## src/rtl/data_io_upload_if.sv

```systemverilog
// ioctl read-side bus between the upload SPI responder and core memory.
// master: the upload block (drives upload/index/rd/addr, receives din/clkref)
// slave : the memory side (drives din/clkref)
//   ioctl_upload  upload active
//   ioctl_index   menu index of the file
//   ioctl_rd      one-cycle read strobe
//   ioctl_addr    word address of the read
//   ioctl_din     read data, valid DATA_LAT cycles after ioctl_rd
//   ioctl_clkref  read-enable reference (only used with DATA_IO_UPLOAD_CLKREF_EN)
interface data_io_upload_if;
  localparam int unsigned ADDR_W = 25;
  localparam int unsigned DATA_W = 16;
  localparam int unsigned IDX_W  = 8;

  logic              ioctl_upload;
  logic [IDX_W-1:0]  ioctl_index;
  logic              ioctl_rd;
  logic [ADDR_W-1:0] ioctl_addr;
  logic [DATA_W-1:0] ioctl_din;
  logic              ioctl_clkref;

  modport master (
    output ioctl_upload,
    output ioctl_index,
    output ioctl_rd,
    output ioctl_addr,
    input  ioctl_din,
    input  ioctl_clkref
  );

  modport slave (
    input  ioctl_upload,
    input  ioctl_index,
    input  ioctl_rd,
    input  ioctl_addr,
    output ioctl_din,
    output ioctl_clkref
  );
endinterface

```

## src/rtl/data_io_upload.sv

```systemverilog
// SPI responder returning core memory contents to the ARM io controller
// (FPGA->ARM direction of the file-transfer channel). Commands arrive on
// SPI_SS2; 16-bit words are fetched via the ioctl read handshake and shifted
// out MSB-first on SPI_DO, high byte first. Everything runs in clk_sys; SCK,
// SS2 and DI are oversampled through 2-FF synchronisers.
//
// Ports:
//   clk_sys, reset_n      system clock (>= 4x SCK), async active-low reset
//   SPI_SCK/SS2/DI        SPI clock, chip select (active low), ARM->FPGA data
//   SPI_DO, spi_do_en     FPGA->ARM data and its drive enable
//   underrun              sticky, set when a word was not ready in time
//   ioctl                 read bus (data_io_upload_if.master)
//
// Optional feature: define DATA_IO_UPLOAD_CLKREF_EN to hold each read request
// until a rising edge of ioctl_clkref (SDRAM slot alignment).
module data_io_upload #(
  parameter int unsigned DATA_LAT      = 2,
  parameter logic [7:0]  UNDERRUN_BYTE = 8'hFF
) (
  input  logic             clk_sys,
  input  logic             reset_n,
  input  logic             SPI_SCK,
  input  logic             SPI_SS2,
  input  logic             SPI_DI,
  output logic             SPI_DO,
  output logic             spi_do_en,
  output logic             underrun,
  data_io_upload_if.master ioctl
);

  localparam int unsigned ADDR_W = 25;
  localparam int unsigned DATA_W = 16;
  localparam int unsigned LAT_W  = 3;

  localparam logic [7:0] CMD_FILE_INDEX  = 8'h55;
  localparam logic [7:0] CMD_FILE_RX     = 8'h56;
  localparam logic [7:0] CMD_FILE_RX_DAT = 8'h57;

  typedef enum logic [1:0] {RD_IDLE, RD_REQ, RD_WAIT, RD_FULL} rd_state_t;

  // SPI side registers
  logic [1:0]        r_sck_sync, r_ss2_sync, r_di_sync;
  logic              r_sck_d;
  logic [2:0]        r_bit_cnt;
  logic [2:0]        r_byte_cnt;
  logic [6:0]        r_rx;
  logic [7:0]        r_cmd;
  logic [7:0]        r_tx;
  logic              r_hilo;      // 1: next load is the low byte
  logic              r_uword;     // current word is being sent as underrun filler
  logic              r_do_en;
  logic              r_upload;
  logic [7:0]        r_index;
  logic              r_underrun;

  // read side registers
  rd_state_t         r_state;
  logic [ADDR_W-1:0] r_addr;
  logic [DATA_W-1:0] r_buf;
  logic              r_buf_valid;
  logic              r_rd;
  logic [ADDR_W-1:0] r_rd_addr;
  logic [LAT_W-1:0]  r_lat_cnt;

  logic       w_sck, w_ss2, w_di;
  logic       w_sck_rise, w_sck_fall;
  logic [7:0] w_byte;
  logic       w_byte_done, w_is_cmd;
  logic       w_rx_dat, w_load_hi, w_load_lo, w_consume, w_hi_under;
  logic       w_arg1, w_start, w_stop, w_index_wr;
  logic       w_rd_go;

  assign w_sck = r_sck_sync[1];
  assign w_ss2 = r_ss2_sync[1];
  assign w_di  = r_di_sync[1];

  // Byte-level event decode from the synchronised SPI stream
  always_comb begin
    w_sck_rise  = w_sck & ~r_sck_d;
    w_sck_fall  = ~w_sck & r_sck_d;
    w_byte      = {r_rx, w_di};
    w_byte_done = ~w_ss2 & w_sck_rise & (r_bit_cnt == 3'd7);
    w_is_cmd    = (r_byte_cnt == 3'd0);
    w_rx_dat    = w_byte_done &
                  ((w_is_cmd & (w_byte == CMD_FILE_RX_DAT)) |
                   (~w_is_cmd & (r_cmd == CMD_FILE_RX_DAT)));
    // the command byte always restarts a word at its high byte
    w_load_lo   = w_rx_dat & ~w_is_cmd & r_hilo;
    w_load_hi   = w_rx_dat & ~w_load_lo;
    w_consume   = w_load_lo & ~r_uword;
    w_hi_under  = w_load_hi & ~r_buf_valid;
    w_arg1      = w_byte_done & (r_byte_cnt == 3'd1);
    w_start     = w_arg1 & (r_cmd == CMD_FILE_RX) & (w_byte != 8'h00);
    w_stop      = w_arg1 & (r_cmd == CMD_FILE_RX) & (w_byte == 8'h00);
    w_index_wr  = w_arg1 & (r_cmd == CMD_FILE_INDEX);
  end

`ifdef DATA_IO_UPLOAD_CLKREF_EN
  logic r_clkref_d;

  // clkref edge detector for slot-aligned read requests
  always_ff @(posedge clk_sys or negedge reset_n) begin
    if (!reset_n) r_clkref_d <= 1'b0;
    else          r_clkref_d <= ioctl.ioctl_clkref;
  end

  assign w_rd_go = ioctl.ioctl_clkref & ~r_clkref_d;
`else
  logic w_unused_clkref;
  assign w_unused_clkref = ioctl.ioctl_clkref;
  assign w_rd_go         = 1'b1;
`endif

  // SPI receive/transmit and command handling
  always_ff @(posedge clk_sys or negedge reset_n) begin
    if (!reset_n) begin
      r_sck_sync <= 2'b00;
      r_ss2_sync <= 2'b11;
      r_di_sync  <= 2'b00;
      r_sck_d    <= 1'b0;
      r_bit_cnt  <= 3'd0;
      r_byte_cnt <= 3'd0;
      r_rx       <= 7'd0;
      r_cmd      <= 8'd0;
      r_tx       <= 8'd0;
      r_hilo     <= 1'b0;
      r_uword    <= 1'b0;
      r_do_en    <= 1'b0;
      r_upload   <= 1'b0;
      r_index    <= 8'd0;
      r_underrun <= 1'b0;
    end else begin
      r_sck_sync <= {r_sck_sync[0], SPI_SCK};
      r_ss2_sync <= {r_ss2_sync[0], SPI_SS2};
      r_di_sync  <= {r_di_sync[0], SPI_DI};
      r_sck_d    <= w_sck;

      if (w_ss2) begin
        r_bit_cnt  <= 3'd0;
        r_byte_cnt <= 3'd0;
        r_do_en    <= 1'b0;
      end else begin
        if (w_sck_rise) begin
          r_rx      <= w_byte[6:0];
          r_bit_cnt <= r_bit_cnt + 3'd1;
          if (w_byte_done) begin
            if (r_byte_cnt != 3'd7) r_byte_cnt <= r_byte_cnt + 3'd1;
            if (w_is_cmd)           r_cmd      <= w_byte;
          end
        end else if (w_sck_fall && (r_bit_cnt != 3'd0)) begin
          // falling edge between bytes must not disturb a freshly loaded byte
          r_tx <= {r_tx[6:0], 1'b0};
        end

        if (w_load_hi) begin
          r_tx    <= r_buf_valid ? r_buf[15:8] : UNDERRUN_BYTE;
          r_uword <= ~r_buf_valid;
          r_hilo  <= 1'b1;
          r_do_en <= 1'b1;
        end else if (w_load_lo) begin
          r_tx   <= r_uword ? UNDERRUN_BYTE : r_buf[7:0];
          r_hilo <= 1'b0;
        end
      end

      if (w_index_wr) r_index <= w_byte;

      if (w_start) begin
        r_upload   <= 1'b1;
        r_underrun <= 1'b0;
      end else begin
        if (w_stop)     r_upload   <= 1'b0;
        if (w_hi_under) r_underrun <= 1'b1;
      end
    end
  end

  // Read FSM: keeps one word prefetched while the upload is active
  always_ff @(posedge clk_sys or negedge reset_n) begin
    if (!reset_n) begin
      r_state     <= RD_IDLE;
      r_addr      <= '0;
      r_buf       <= '0;
      r_buf_valid <= 1'b0;
      r_rd        <= 1'b0;
      r_rd_addr   <= '0;
      r_lat_cnt   <= '0;
    end else begin
      r_rd <= 1'b0;
      if (w_start) begin
        // restart aborts any read in flight and refetches word 0
        r_addr      <= '0;
        r_buf_valid <= 1'b0;
        r_state     <= RD_REQ;
      end else if (w_stop) begin
        r_state <= RD_IDLE;
      end else begin
        if (w_consume) begin
          r_buf_valid <= 1'b0;
          r_addr      <= r_addr + ADDR_W'(1);
        end
        unique case (r_state)
          RD_IDLE: begin
            if (r_upload && !r_buf_valid) r_state <= RD_REQ;
          end
          RD_REQ: begin
            if (w_rd_go) begin
              r_rd      <= 1'b1;
              r_rd_addr <= r_addr;
              r_lat_cnt <= '0;
              r_state   <= RD_WAIT;
            end
          end
          RD_WAIT: begin
            if (r_lat_cnt == LAT_W'(DATA_LAT)) begin
              r_buf       <= ioctl.ioctl_din;
              r_buf_valid <= 1'b1;
              r_state     <= RD_FULL;
            end else begin
              r_lat_cnt <= r_lat_cnt + LAT_W'(1);
            end
          end
          RD_FULL: begin
            if (w_consume) r_state <= RD_REQ;
          end
          default: r_state <= RD_IDLE;
        endcase
      end
    end
  end

  assign SPI_DO             = r_tx[7];
  assign spi_do_en          = r_do_en;
  assign underrun           = r_underrun;
  assign ioctl.ioctl_upload = r_upload;
  assign ioctl.ioctl_index  = r_index;
  assign ioctl.ioctl_rd     = r_rd;
  assign ioctl.ioctl_addr   = r_rd_addr;

endmodule

```

## src/flat_wrapper.sv

```systemverilog
// flat-port wrapper written by rule: the top's interface ports become plain ports
module data_io_upload_flat 
#(
  parameter int unsigned DATA_LAT      = 2,
  parameter logic [7:0]  UNDERRUN_BYTE = 8'hFF
)
  (clk_sys, reset_n, SPI_SCK, SPI_SS2, SPI_DI, SPI_DO, spi_do_en, underrun, ioctl_ioctl_upload, ioctl_ioctl_index, ioctl_ioctl_rd, ioctl_ioctl_addr, ioctl_ioctl_din, ioctl_ioctl_clkref);
  data_io_upload_if ioctl_i ();
  input  logic clk_sys;
  input  logic reset_n;
  input  logic SPI_SCK;
  input  logic SPI_SS2;
  input  logic SPI_DI;
  output logic SPI_DO;
  output logic spi_do_en;
  output logic underrun;
  output wire logic [$bits(ioctl_i.ioctl_upload)-1:0] ioctl_ioctl_upload;
  output wire logic [$bits(ioctl_i.ioctl_index)-1:0] ioctl_ioctl_index;
  output wire logic [$bits(ioctl_i.ioctl_rd)-1:0] ioctl_ioctl_rd;
  output wire logic [$bits(ioctl_i.ioctl_addr)-1:0] ioctl_ioctl_addr;
  input wire logic [$bits(ioctl_i.ioctl_din)-1:0] ioctl_ioctl_din;
  input wire logic [$bits(ioctl_i.ioctl_clkref)-1:0] ioctl_ioctl_clkref;
  assign ioctl_ioctl_upload = ioctl_i.ioctl_upload;
  assign ioctl_ioctl_index = ioctl_i.ioctl_index;
  assign ioctl_ioctl_rd = ioctl_i.ioctl_rd;
  assign ioctl_ioctl_addr = ioctl_i.ioctl_addr;
  assign ioctl_i.ioctl_din = ioctl_ioctl_din;
  assign ioctl_i.ioctl_clkref = ioctl_ioctl_clkref;
  data_io_upload #(.DATA_LAT(DATA_LAT), .UNDERRUN_BYTE(UNDERRUN_BYTE)) u_core (.clk_sys(clk_sys), .reset_n(reset_n), .SPI_SCK(SPI_SCK), .SPI_SS2(SPI_SS2), .SPI_DI(SPI_DI), .SPI_DO(SPI_DO), .spi_do_en(spi_do_en), .underrun(underrun), .ioctl(ioctl_i));
endmodule
```

## config.mk

```make
export PLATFORM = sky130hd
export DESIGN_NAME = data_io_upload_flat
export DESIGN_NICKNAME = d
export VERILOG_FILES = /design/src/rtl/data_io_upload_if.sv /design/src/rtl/data_io_upload.sv /design/src/flat_wrapper.sv
export SDC_FILE = /design/constraint.sdc
export NUM_CORES = 1
export LEC_CHECK = 0
export CORE_ASPECT_RATIO = 0.75
export CORE_UTILIZATION = 51
export DETAILED_ROUTE_END_ITERATION = 16
export GPL_TIMING_DRIVEN = 0
export PLACE_DENSITY_LB_ADDON = 0.1
export SYNTH_ARGS = -nofsm -noshare
export SYNTH_HDL_FRONTEND = slang
export SYNTH_SLANG_ARGS = --single-unit
```

## constraint.sdc

```tcl
create_clock -name clk_sys -period 2.2 [get_ports clk_sys]
set_clock_uncertainty 0.1 [all_clocks]
set_input_delay 0.33 -clock clk_sys [delete_from_list [all_inputs] [get_ports clk_sys]]
set_output_delay 0.33 -clock clk_sys [all_outputs]
set_load 0.01 [all_outputs]
```

==> metrics.yaml <==
routing:
  routedWlPerCell_um: 17.7
  drt-vias-per-instance: 5.64
  drc_errors: 0
  drtAntennaViolNets: 0
  first_pass_iters: 4
  drtIter0Drc: 179
  vias: 4210
  wl_um: 13200
yosys:
  synth-seq-cells: 122
  ys_warn_count: 0
  synthArstFlopShare_pct: 100
  avgSynthCellArea_sq_um: 11.7
  syn-num-nets: 512
  synth_simple_gate_area_share_pct: 15.0
  synth_area_sq_mm: 0.00558
  synthMuxAreaShare_pct: 14.1
  synthCells: 476
  synth_fa_ha_area_share_pct: 3.14
  ys_types: 53
  synth-compound-area-share_pct: 8.37
  synth_top_flop_cell: "dfrtp_1"
  synth_edf_count: 0
  synth_top_family_by_area: "simple AND/OR/NAND/NOR gates"
  synth-seq-area-share_pct: 54.8
  synthXorXnorAreaFrac_pct: 1.57
layout:
  layout_common_cells: "120 x dfrtp_1, 57 x clkdlybuf4s50_1, 41 x mux2_2"
  antennaDiodeCount: 0
  nFillCells: 664
  final_common_cell: "dfrtp_1"
  nNetsFinal: 633
  syn_to_final_growth_pct: 41.2
  drive_gt1_share_pct: 33.9
  final_core_util_pct: 75.3
critical_path:
  max_stage_delay_ns: 0.57
  arrival_ns: 2.66
  critical_path.slowest_cell: "or4_4"
  worstPathMaxFanout: 8
  worstSetupPathType: "reg2reg"
  start_kind: "register"
  end_kind: "register"
  worstPathRequired_ns: 2.44
  crit_chain: "inv_1 > ha_2 > nor2b_4 > or2_4 > or4_4 > buf_6 > or3_4 > a21oi_2"
global_route:
  grt_max_degree: 81
  antenna_found_initial: 0
  met1_usage_pct: 35.3
  grt_util_all_layers_pct: 24.6
  grt.overflow.total: 0
  use_met2_pct: 35.6
  grt_pass1_wl_um: 21000
  met3_usage_pct: 6.77
  grt.busiest_layer: "met2"
  first_global_vias: 4190
timing:
  max_freq_mhz: 413
  final_hold_viol_count: 0
  post-route-period-util_pct: 110
  min_period_ns: 2.42
  final_max_slew_viol_count: 0
  slew_headroom_pct: 68.3
  rsz0062_at_grt: "true"
  tightest_slew_ns: 0.476
  whs_ns: 0.233
  setup_viol: 56
  fin_ws_ns: -0.220
worst_hold_path:
  min_path_type: "in2reg"
pwr:
  ir_drop_mv: 0.574
  leakage_nw: 3.63
  powerDensity_mw_per_mm2: 680
place:
  io_buffers: 58
  dp_slack_ns: -0.460
  gp_congestion: 0.818
  place_hpwl_um: 8010
cts:
  clock_path_buffers: 2
  cts_sinks: 122
  cts_tree: "built"
  clkLatencyLatePin_ns: 0.41
  cts_buffers: 17
  htree_num_levels: 4
  cts.clk_slew.worst_paths_ns: 0.06
  cts-root-buf: "clkbuf_16"
floorplan:
  rows: 32
  fp.dieW_um: 123
  die_h_um: 92.6
  core_area_sq_mm: 0.0105
  initial_core_util_pct: 53.4
  die_area_sq_mm: 0.0114
  io_pins: 60
run_status:
  status: "finished, violations left"
  violations: "setup timing"
job:
  maxCapViolCount: 0
flip-flops by register name, indices dropped and copies added, names as in the netlist, 2 cells and up:
| name | cells |
|---|---|
| u_core.ioctl.ioctl_index | 8 |
| u_core.r_lat_cnt | 3 |
| u_core.r_rx | 7 |
| u_core.r_sck_sync | 2 |
| u_core.ioctl.ioctl_addr | 25 |
| u_core.r_tx | 8 |
| u_core.r_bit_cnt | 3 |
| u_core.r_di_sync | 2 |
| u_core.r_state | 2 |
| u_core.r_cmd | 8 |
| u_core.r_addr | 25 |
| u_core.r_byte_cnt | 3 |
| u_core.r_ss2_sync | 2 |
| u_core.r_buf | 16 |
final timing paths:
kind / from / to / slack (ns) / depth (start not counted)
max: u_core.r_byte_cnt[0]$_DFFE_PN0P_ / u_core.r_addr[19]$_DFFE_PN0P_ / -0.22 / 8
min: SPI_SS2 / u_core.r_ss2_sync[0]$_DFF_PN1_ / 0.23 / 1
max reg2reg: u_core.r_byte_cnt[0]$_DFFE_PN0P_ / u_core.r_addr[19]$_DFFE_PN0P_ / -0.22 / 8
min reg2reg: u_core.r_sck_sync[0]$_DFF_PN0_ / u_core.r_sck_sync[1]$_DFF_PN0_ / 0.25 / 0
max in group asynchronous: reset_n / u_core.r_ss2_sync[0]$_DFF_PN1_ / 0.96 / 3
min in group asynchronous: reset_n / u_core.ioctl.ioctl_index[1]$_DFFE_PN0P_ / 0.31 / 2
cells by family (layout without fill, tap and decap cells):
family                     Yosys count  after routing
DFF                                122            122
and+or+nand+nor                    147            147
muxes                               70             70
AOI/OAI and AO/OA                   73             73
adders and majority gates           14             14
xor gates and xnor gates            10             10
buffers and inverters               40            174
worst max-delay path, delay by kind of cell, from the launching register on:
kind | cells | cell delay (ns)
buffers and inverters | 2 | 0.21
adders and majority gates | 1 | 0.17
AOI/OAI and AO/OA | 1 | 0.13
DFF | 1 | 0.36
and+or+nand+nor | 4 | 1.37
through the flow:
stage          total power [W]  area [sq um]  TNS (ns)  cells
4_1_cts                0.00537          7560     -6.38    733
6_report               0.00536          7870     -5.74    746
2_1_floorplan          0.00261          5640    -0.921    476
3_5_place_dp           0.00277          6420    -24.35    671
3_3_place_gp           0.00275          6390   -507.36    670
5_1_grt                0.00553          7870    -11.50    746
area by class of cell:
cell class / instances / area [sq um] / area share, %
sequential: 122 / 3060 / 38.8
clock buffer: 28 / 507 / 6.44
buffer: 13 / 124 / 1.57
clock inverter: 4 / 45.0 / 0.572
multi-input combinational: 314 / 2800 / 35.6
tap: 136 / 170 / 2.16
timing repair buffer: 107 / 1090 / 13.8
inverter: 22 / 82.6 / 1.05
synthesized netlist by cell type, types with 6 or more instances:
library cell | number | share of area (%)
xnor2_1 | 8 | 1.3
and3_1 | 8 | 0.90
nand4_1 | 7 | 0.79
o21ai_0 | 17 | 1.5
inv_1 | 22 | 1.5
clkbuf_1 | 11 | 0.74
ha_1 | 14 | 3.1
dfrtp_1 | 120 | 54
nor4_1 | 7 | 0.79
o22a_1 | 7 | 1.1
or3_1 | 13 | 1.5
nand3_1 | 11 | 0.99
nand2b_1 | 6 | 0.67
mux2_2 | 67 | 14
a21oi_1 | 21 | 1.9
o22ai_1 | 9 | 1.0
nor2_1 | 36 | 2.4
nand2_1 | 24 | 1.6
per-layer routing:
layer  wire [um]  share of wire [%]  vias up
met5           0                  0        -
li1            -                  -     1958
met2        6040                 46      111
met4         192                1.5        0
met1        6420                 49     2125
met3         533                4.0       16
power by group:
group	internal (W)	total, W	switching, W
Sequential	0.00236	0.00249	0.000128
Clock	0.00167	0.00260	0.000933
Combinational	0.000157	0.000269	0.000112
timing repair:
item | 4_1_cts | 5_1_grt
hold endpoints to repair | 42 | 0
hold buffers | 1 | 0
gates cloned | 5 | 0
pin swaps | 22 | 13
gates resized for setup | 78 | 56
endpoints found under the setup margin | 89 | 92
buffers inserted | 28 | 15
Note: power is estimated with default switching activity, not from simulation.
